**src/rtl/uart2bus_bin_pkg.sv**
```systemverilog
// uart2bus_bin_pkg: binary frame constants and FSM state encoding for uart2bus_bin_master
package uart2bus_bin_pkg;
  localparam logic [7:0] BIN_PREFIX  = 8'h00;
  localparam logic [7:0] CMD_READ    = 8'h11;
  localparam logic [7:0] CMD_WRITE   = 8'h21;
  localparam logic [7:0] BIN_LEN_ONE = 8'h01;
  typedef enum logic [2:0] {
    ST_IDLE,
    ST_TX_LOAD,
    ST_TX_GUARD,
    ST_TX_WAIT,
    ST_RX_DATA,
    ST_RX_ACK,
    ST_RESP
  } state_t;
endpackage

```
**src/rtl/uart2bus_bin_timeout.sv**
```systemverilog
// uart2bus_bin_timeout: inter-byte watchdog (clock, reset active-low; clear, enable in; expired out, asserted on the cycle the count reaches TIMEOUT_CYCLES)
module uart2bus_bin_timeout #(
  parameter int TIMEOUT_CYCLES = 2000000
) (
  input  logic clock,
  input  logic reset,
  input  logic clear,
  input  logic enable,
  output logic expired
);
  localparam int CW = $clog2(TIMEOUT_CYCLES + 1);
  logic [CW-1:0] count;
  always_ff @(posedge clock or negedge reset)
    if (!reset) count <= '0;
    else if (clear) count <= '0;
    else if (enable) count <= count + 1'b1;
  assign expired = enable && !clear && count == CW'(TIMEOUT_CYCLES - 1);
endmodule

```
**src/rtl/uart2bus_bin_master.sv**
```systemverilog
// uart2bus_bin_master: turns single-beat req_* requests into uart2bus binary frames on tx_*, parses rx_* reply into rsp_*
module uart2bus_bin_master
  import uart2bus_bin_pkg::*;
#(
  parameter int          TIMEOUT_CYCLES = 2000000,
  parameter logic [7:0]  ACK_BYTE       = 8'h5A
) (
  input  logic        clock,
  input  logic        reset,
  input  logic        req_valid,
  output logic        req_ready,
  input  logic        req_write,
  input  logic [15:0] req_addr,
  input  logic [7:0]  req_wdata,
  output logic        rsp_valid,
  output logic [7:0]  rsp_rdata,
  output logic        rsp_err,
  output logic [7:0]  tx_data,
  output logic        new_tx_data,
  input  logic        tx_busy,
  input  logic [7:0]  rx_data,
  input  logic        new_rx_data
);
  state_t state, next_state;
  logic wr;
  logic [15:0] addr;
  logic [7:0] wdata, rx_byte;
  logic [2:0] idx;
  logic in_rx, expired, last_byte, ack_ok;
  assign in_rx = state == ST_RX_DATA || state == ST_RX_ACK;
  assign last_byte = idx == (wr ? 3'd6 : 3'd5);
  assign ack_ok = rx_data == ACK_BYTE;
  assign new_tx_data = state == ST_TX_LOAD && !tx_busy;
  assign rsp_valid = state == ST_RESP;
  assign tx_data = idx == 3'd0 ? BIN_PREFIX :
                   idx == 3'd1 ? (wr ? CMD_WRITE : CMD_READ) :
                   idx == 3'd2 ? addr[15:8] :
                   idx == 3'd3 ? addr[7:0] :
                   idx == 3'd4 ? BIN_LEN_ONE : wdata;
  // held clear outside the receive states so each RX phase starts from zero
  uart2bus_bin_timeout #(.TIMEOUT_CYCLES(TIMEOUT_CYCLES)) u_timeout (
    .clock  (clock),
    .reset  (reset),
    .clear  (!in_rx || new_rx_data),
    .enable (in_rx),
    .expired(expired)
  );
  always_comb begin
    next_state = state;
    case (state)
      ST_IDLE:     if (req_valid && req_ready) next_state = ST_TX_LOAD;
      ST_TX_LOAD:  if (!tx_busy) next_state = ST_TX_GUARD;
      ST_TX_GUARD: next_state = ST_TX_WAIT;
      ST_TX_WAIT:  if (!tx_busy) next_state = !last_byte ? ST_TX_LOAD : wr ? ST_RX_ACK : ST_RX_DATA;
      ST_RX_DATA:  next_state = new_rx_data ? ST_RX_ACK : expired ? ST_RESP : ST_RX_DATA;
      ST_RX_ACK:   if (new_rx_data || expired) next_state = ST_RESP;
      ST_RESP:     next_state = ST_IDLE;
      default:     next_state = ST_IDLE;
    endcase
  end
  always_ff @(posedge clock or negedge reset)
    if (!reset) begin
      state     <= ST_IDLE;
      req_ready <= 1'b0;
      wr        <= 1'b0;
      addr      <= '0;
      wdata     <= '0;
      rx_byte   <= '0;
      idx       <= '0;
      rsp_rdata <= '0;
      rsp_err   <= 1'b0;
    end else begin
      state     <= next_state;
      req_ready <= next_state == ST_IDLE;
      if (req_valid && req_ready) begin
        wr    <= req_write;
        addr  <= req_addr;
        wdata <= req_wdata;
        idx   <= '0;
      end
      if (new_tx_data) idx <= idx + 3'd1;
      if (state == ST_RX_DATA && new_rx_data) rx_byte <= rx_data;
      // read data is published only once the ack confirms it
      if (state == ST_RX_ACK && new_rx_data) begin
        rsp_err <= !ack_ok;
        if (!wr && ack_ok) rsp_rdata <= rx_byte;
      end else if (in_rx && expired) rsp_err <= 1'b1;
    end
endmodule

```
**config.mk**
```make
export PLATFORM = sky130hd
export DESIGN_NAME = uart2bus_bin_master
export DESIGN_NICKNAME = d
export VERILOG_FILES = /design/src/rtl/uart2bus_bin_pkg.sv /design/src/rtl/uart2bus_bin_timeout.sv /design/src/rtl/uart2bus_bin_master.sv
export SDC_FILE = /design/constraint.sdc
export NUM_CORES = 1
export LEC_CHECK = 0
export CORE_MARGIN = 8
export CORE_UTILIZATION = 35
export DETAILED_ROUTE_END_ITERATION = 8
export REMOVE_ABC_BUFFERS = 1
export SLEW_MARGIN = 10
export SYNTH_ARGS = -nofsm -noshare
export SYNTH_HDL_FRONTEND = slang
export SYNTH_SLANG_ARGS = --single-unit
```
**constraint.sdc**
```tcl
create_clock -name clock -period 1.8 [get_ports clock]
set_clock_uncertainty 0.2 [all_clocks]
set_input_delay 0.18 -clock clock [delete_from_list [all_inputs] [get_ports clock]]
set_output_delay 0.18 -clock clock [all_outputs]
set_load 0.02 [all_outputs]
```
==> flow_summary.ini <==
[power_and_ir_drop]
combPwrFrac_pct = 42.1
p_leak_uw = 0.002170
swShare_pct = 34.17
pwr_density_cell_nw_per_um2 = 1197
seqPwrFrac_pct = 36.3
p_clk_share_pct = 21.6
switching_power_uw = 2042
ir_drop_v = 0.0007652
internal_power_uw = 3934
fin_total_pwr_uw = 5976

[hold_path]
hold_class = in2async

[yosys]
netlist_instances = 313
synth_flop_cell = dfrtp_1
synth.yosys.warnings = 0
synth_area_um2 = 3491
yosysSeqAreaShare_pct = 50.18
ys_seq_elements = 70
synth.avg_cell_area_um2 = 11.15
synth_cell_types = 51
synthArstFlopShare_pct = 100.0
synth_edf_count = 0

[critical_path]
r2r_cells = 6
cp_slowest_cell = dfrtp_1
crit_start = idx[0]
worst_ep_required_time_ns = 1.42
cp_top_family = compound AO/OA/AOI/OAI gates
reg2reg_from = idx[1]
cp-end-kind = primary output
critPathKind = reg2out
path_buf_inv = 2
worstPathArrival_ns = 1.87
slowest_delay_ns = 0.40
worstPathMaxFanout = 9
r2r_slack_ns = -0.01
r2r-end = req_ready
startpoint_type = flip-flop
cp_cell_sequence = ha_2 -> ha_4 -> buf_6 -> a222oi_1 -> o21ai_1 -> buf_4

[routing]
drtPass1Iterations = 4
wl_mm = 8.272
vias_per_cell = 4.973
vias = 2785
final_antenna_net_count = 0
drc = 0
post_drt_wl_per_cell_um = 14.77
drtIter0Drc = 97

[placed_design]
place_ws_ns = -0.6336
dp_cells = 535
globalplace.congestion = 0.8427
io_buffers = 57
dp_hpwl_mm = 5.818

[clock_tree]
path_clk_slew_ns = 0.08
clk_latency_ns = 0.35
cts.sinks = 70
cts_buffers = 9
clk_path_buf_depth = 2
cts-htree-levels = 3
cts_tree = built
cts-root-buf = clkbuf_8

[sta]
period_minus_slack_ns = 2.251
slew_viol_final = 0
min_period_over_period_pct = 125.1
worst_slack_ns = -0.4511
fin_setup_tns_ns = -3.256
fmax_mhz = 444.2
hold_viol_final = 0
rsz0062_at_grt = true
finalSetupViolations = 9
slew_headroom_pct = 75.08
worst_pin_slew_ns = 0.3738

[die]
die_w_um = 115.9
die_area_um2 = 13430
initial_utilization_pct = 35.88
core_um2 = 9729
die_h_um = 115.9
row_count = 36
pin_count = 58

[grt]
grt_max_degree = 71
track_usage_pct = 13.24
grt_pass1_wl_mm = 14.05
antenna_found_initial = 0
grt_pass1_vias = 2869
grt_overflow = 0

[layout]
antenna_cells = 0
fill_cells = 895
regArea_um2 = 1753
layout_commonest_cell = dfrtp_1
multi_input_area_um2 = 1843
finalNetCount = 466
drive_gt1_share_pct = 33.26
final_cells = 560
area_growth_pct = 43.01
final_cell_mix = dfrtp_1 (69), buf_4 (49), clkdlybuf4s50_1 (46)

[status]
status = finished, violations left
violations = setup timing

[job]
max_cap_viol_count = 0
==> flip-flops by register name, indices dropped and copies added (netlist names) <==
name / flops
u_timeout.count: 21
addr: 16
rsp_rdata: 8
rx_byte: 8
wdata: 8
idx: 3
state: 3
req_ready: 1
rsp_err: 1
wr: 1
==> cells in the mapped netlist, drive strengths merged (2+ instances only) <==
cell type	count	area share, %
nor3b	2	0.43
o211ai	2	0.43
clkbuf	10	1.1
dfrtp	70	50
nor4bb	2	0.57
buf	4	0.72
nor4b	2	0.50
xor2	6	1.5
and4	3	0.75
a21oi	12	1.7
a21o	2	0.43
nand3	21	3.2
or4	5	1.1
a31o	5	1.3
o31ai	4	0.86
mux2	42	14
nand2	16	1.7
nor2	17	1.8
ha	6	2.2
inv	9	0.97
nor3	6	1.5
nand2b	5	0.90
or3	5	0.90
nor4	3	0.54
a222oi	2	0.57
xnor2	5	1.3
and3	3	0.54
o21ai	19	2.7
nand4	4	0.72
and2	7	1.3
nand3b	2	0.43
==> metrics by stage <==
stage | utilization, % | hold slack [ns] | area [um2]
global placement | 46.57 | 0.03580 | 4531
finish | 51.31 | 0.1707 | 4992
detailed placement | 46.57 | 0.03286 | 4531
floorplan | - | -0.3156 | 3428
global route | 51.31 | 0.2077 | 4992
CTS | 49.32 | 0.1714 | 4798
==> tightest hold or removal path, cell delays in order <==
cell and delay [ns]:
dlygate4sd3_1 0.51, buf_2 0.12, buf_12 0.31
==> power by group through the flow <==
stage,sequential [uW],clock (uW),combinational [uW]
5_1_grt,2220,1400,2750
6_report,2170,1290,2510
3_3_place_gp,2180,0,2330
4_1_cts,2160,1340,2390
2_1_floorplan,2230,0,1210
3_5_place_dp,2190,0,2370
==> logic make-up after synthesis <==
group	Yosys count	synth area share [%]
mux	43	14.70
simple gates	108	18.06
xor+xnor	11	2.760
buf+inv	23	2.760
flops	70	50.18
fa+ha+maj	6	2.150
compound gates	52	9.391
==> repair_timing <==
| item | CTS | global route |
|---|---|---|
| endpoints found under the hold margin | 70 | 0 |
| resized for setup | 74 | 35 |
| cloned | 0 | 1 |
| setup endpoints to repair | 21 | 30 |
| hold buffers | 1 | 0 |
| pin swaps | 8 | 9 |
| setup buffers | 1 | 6 |
==> worst max-delay path by stage <==
| stage | to | cells past startpoint |
|---|---|---|
| detailed placement | tx_data[0] | 7 |
| finish | tx_data[5] | 6 |
| global route | tx_data[4] | 7 |
| CTS | tx_data[5] | 6 |
| global placement | tx_data[0] | 7 |
| floorplan | tx_data[0] | 6 |
==> layer usage <==
metal | routed length (um) | up-vias | part of all wire [%] | global-route usage, %
met2 | 4190 | 46 | 51 | 21.70
met1 | 3609 | 1371 | 44 | 15.94
met3 | 359 | 10 | 4.3 | 4.221
met4 | 112 | 0 | 1.4 | 4.840
li1 | - | 1358 | - | -
met5 | 0 | - | 0 | 0
==> final cells by class <==
| cell class | instances | area share (%) |
|---|---|---|
| multi-input combinational | 220 | 36.92 |
| sequential | 70 | 35.11 |
| timing repair buffer | 112 | 19.87 |
| tap | 133 | 3.333 |
| clock buffer | 13 | 3.183 |
| clock inverter | 3 | 0.8521 |
| inverter | 9 | 0.7268 |
Power figures use the tool's default switching activity.
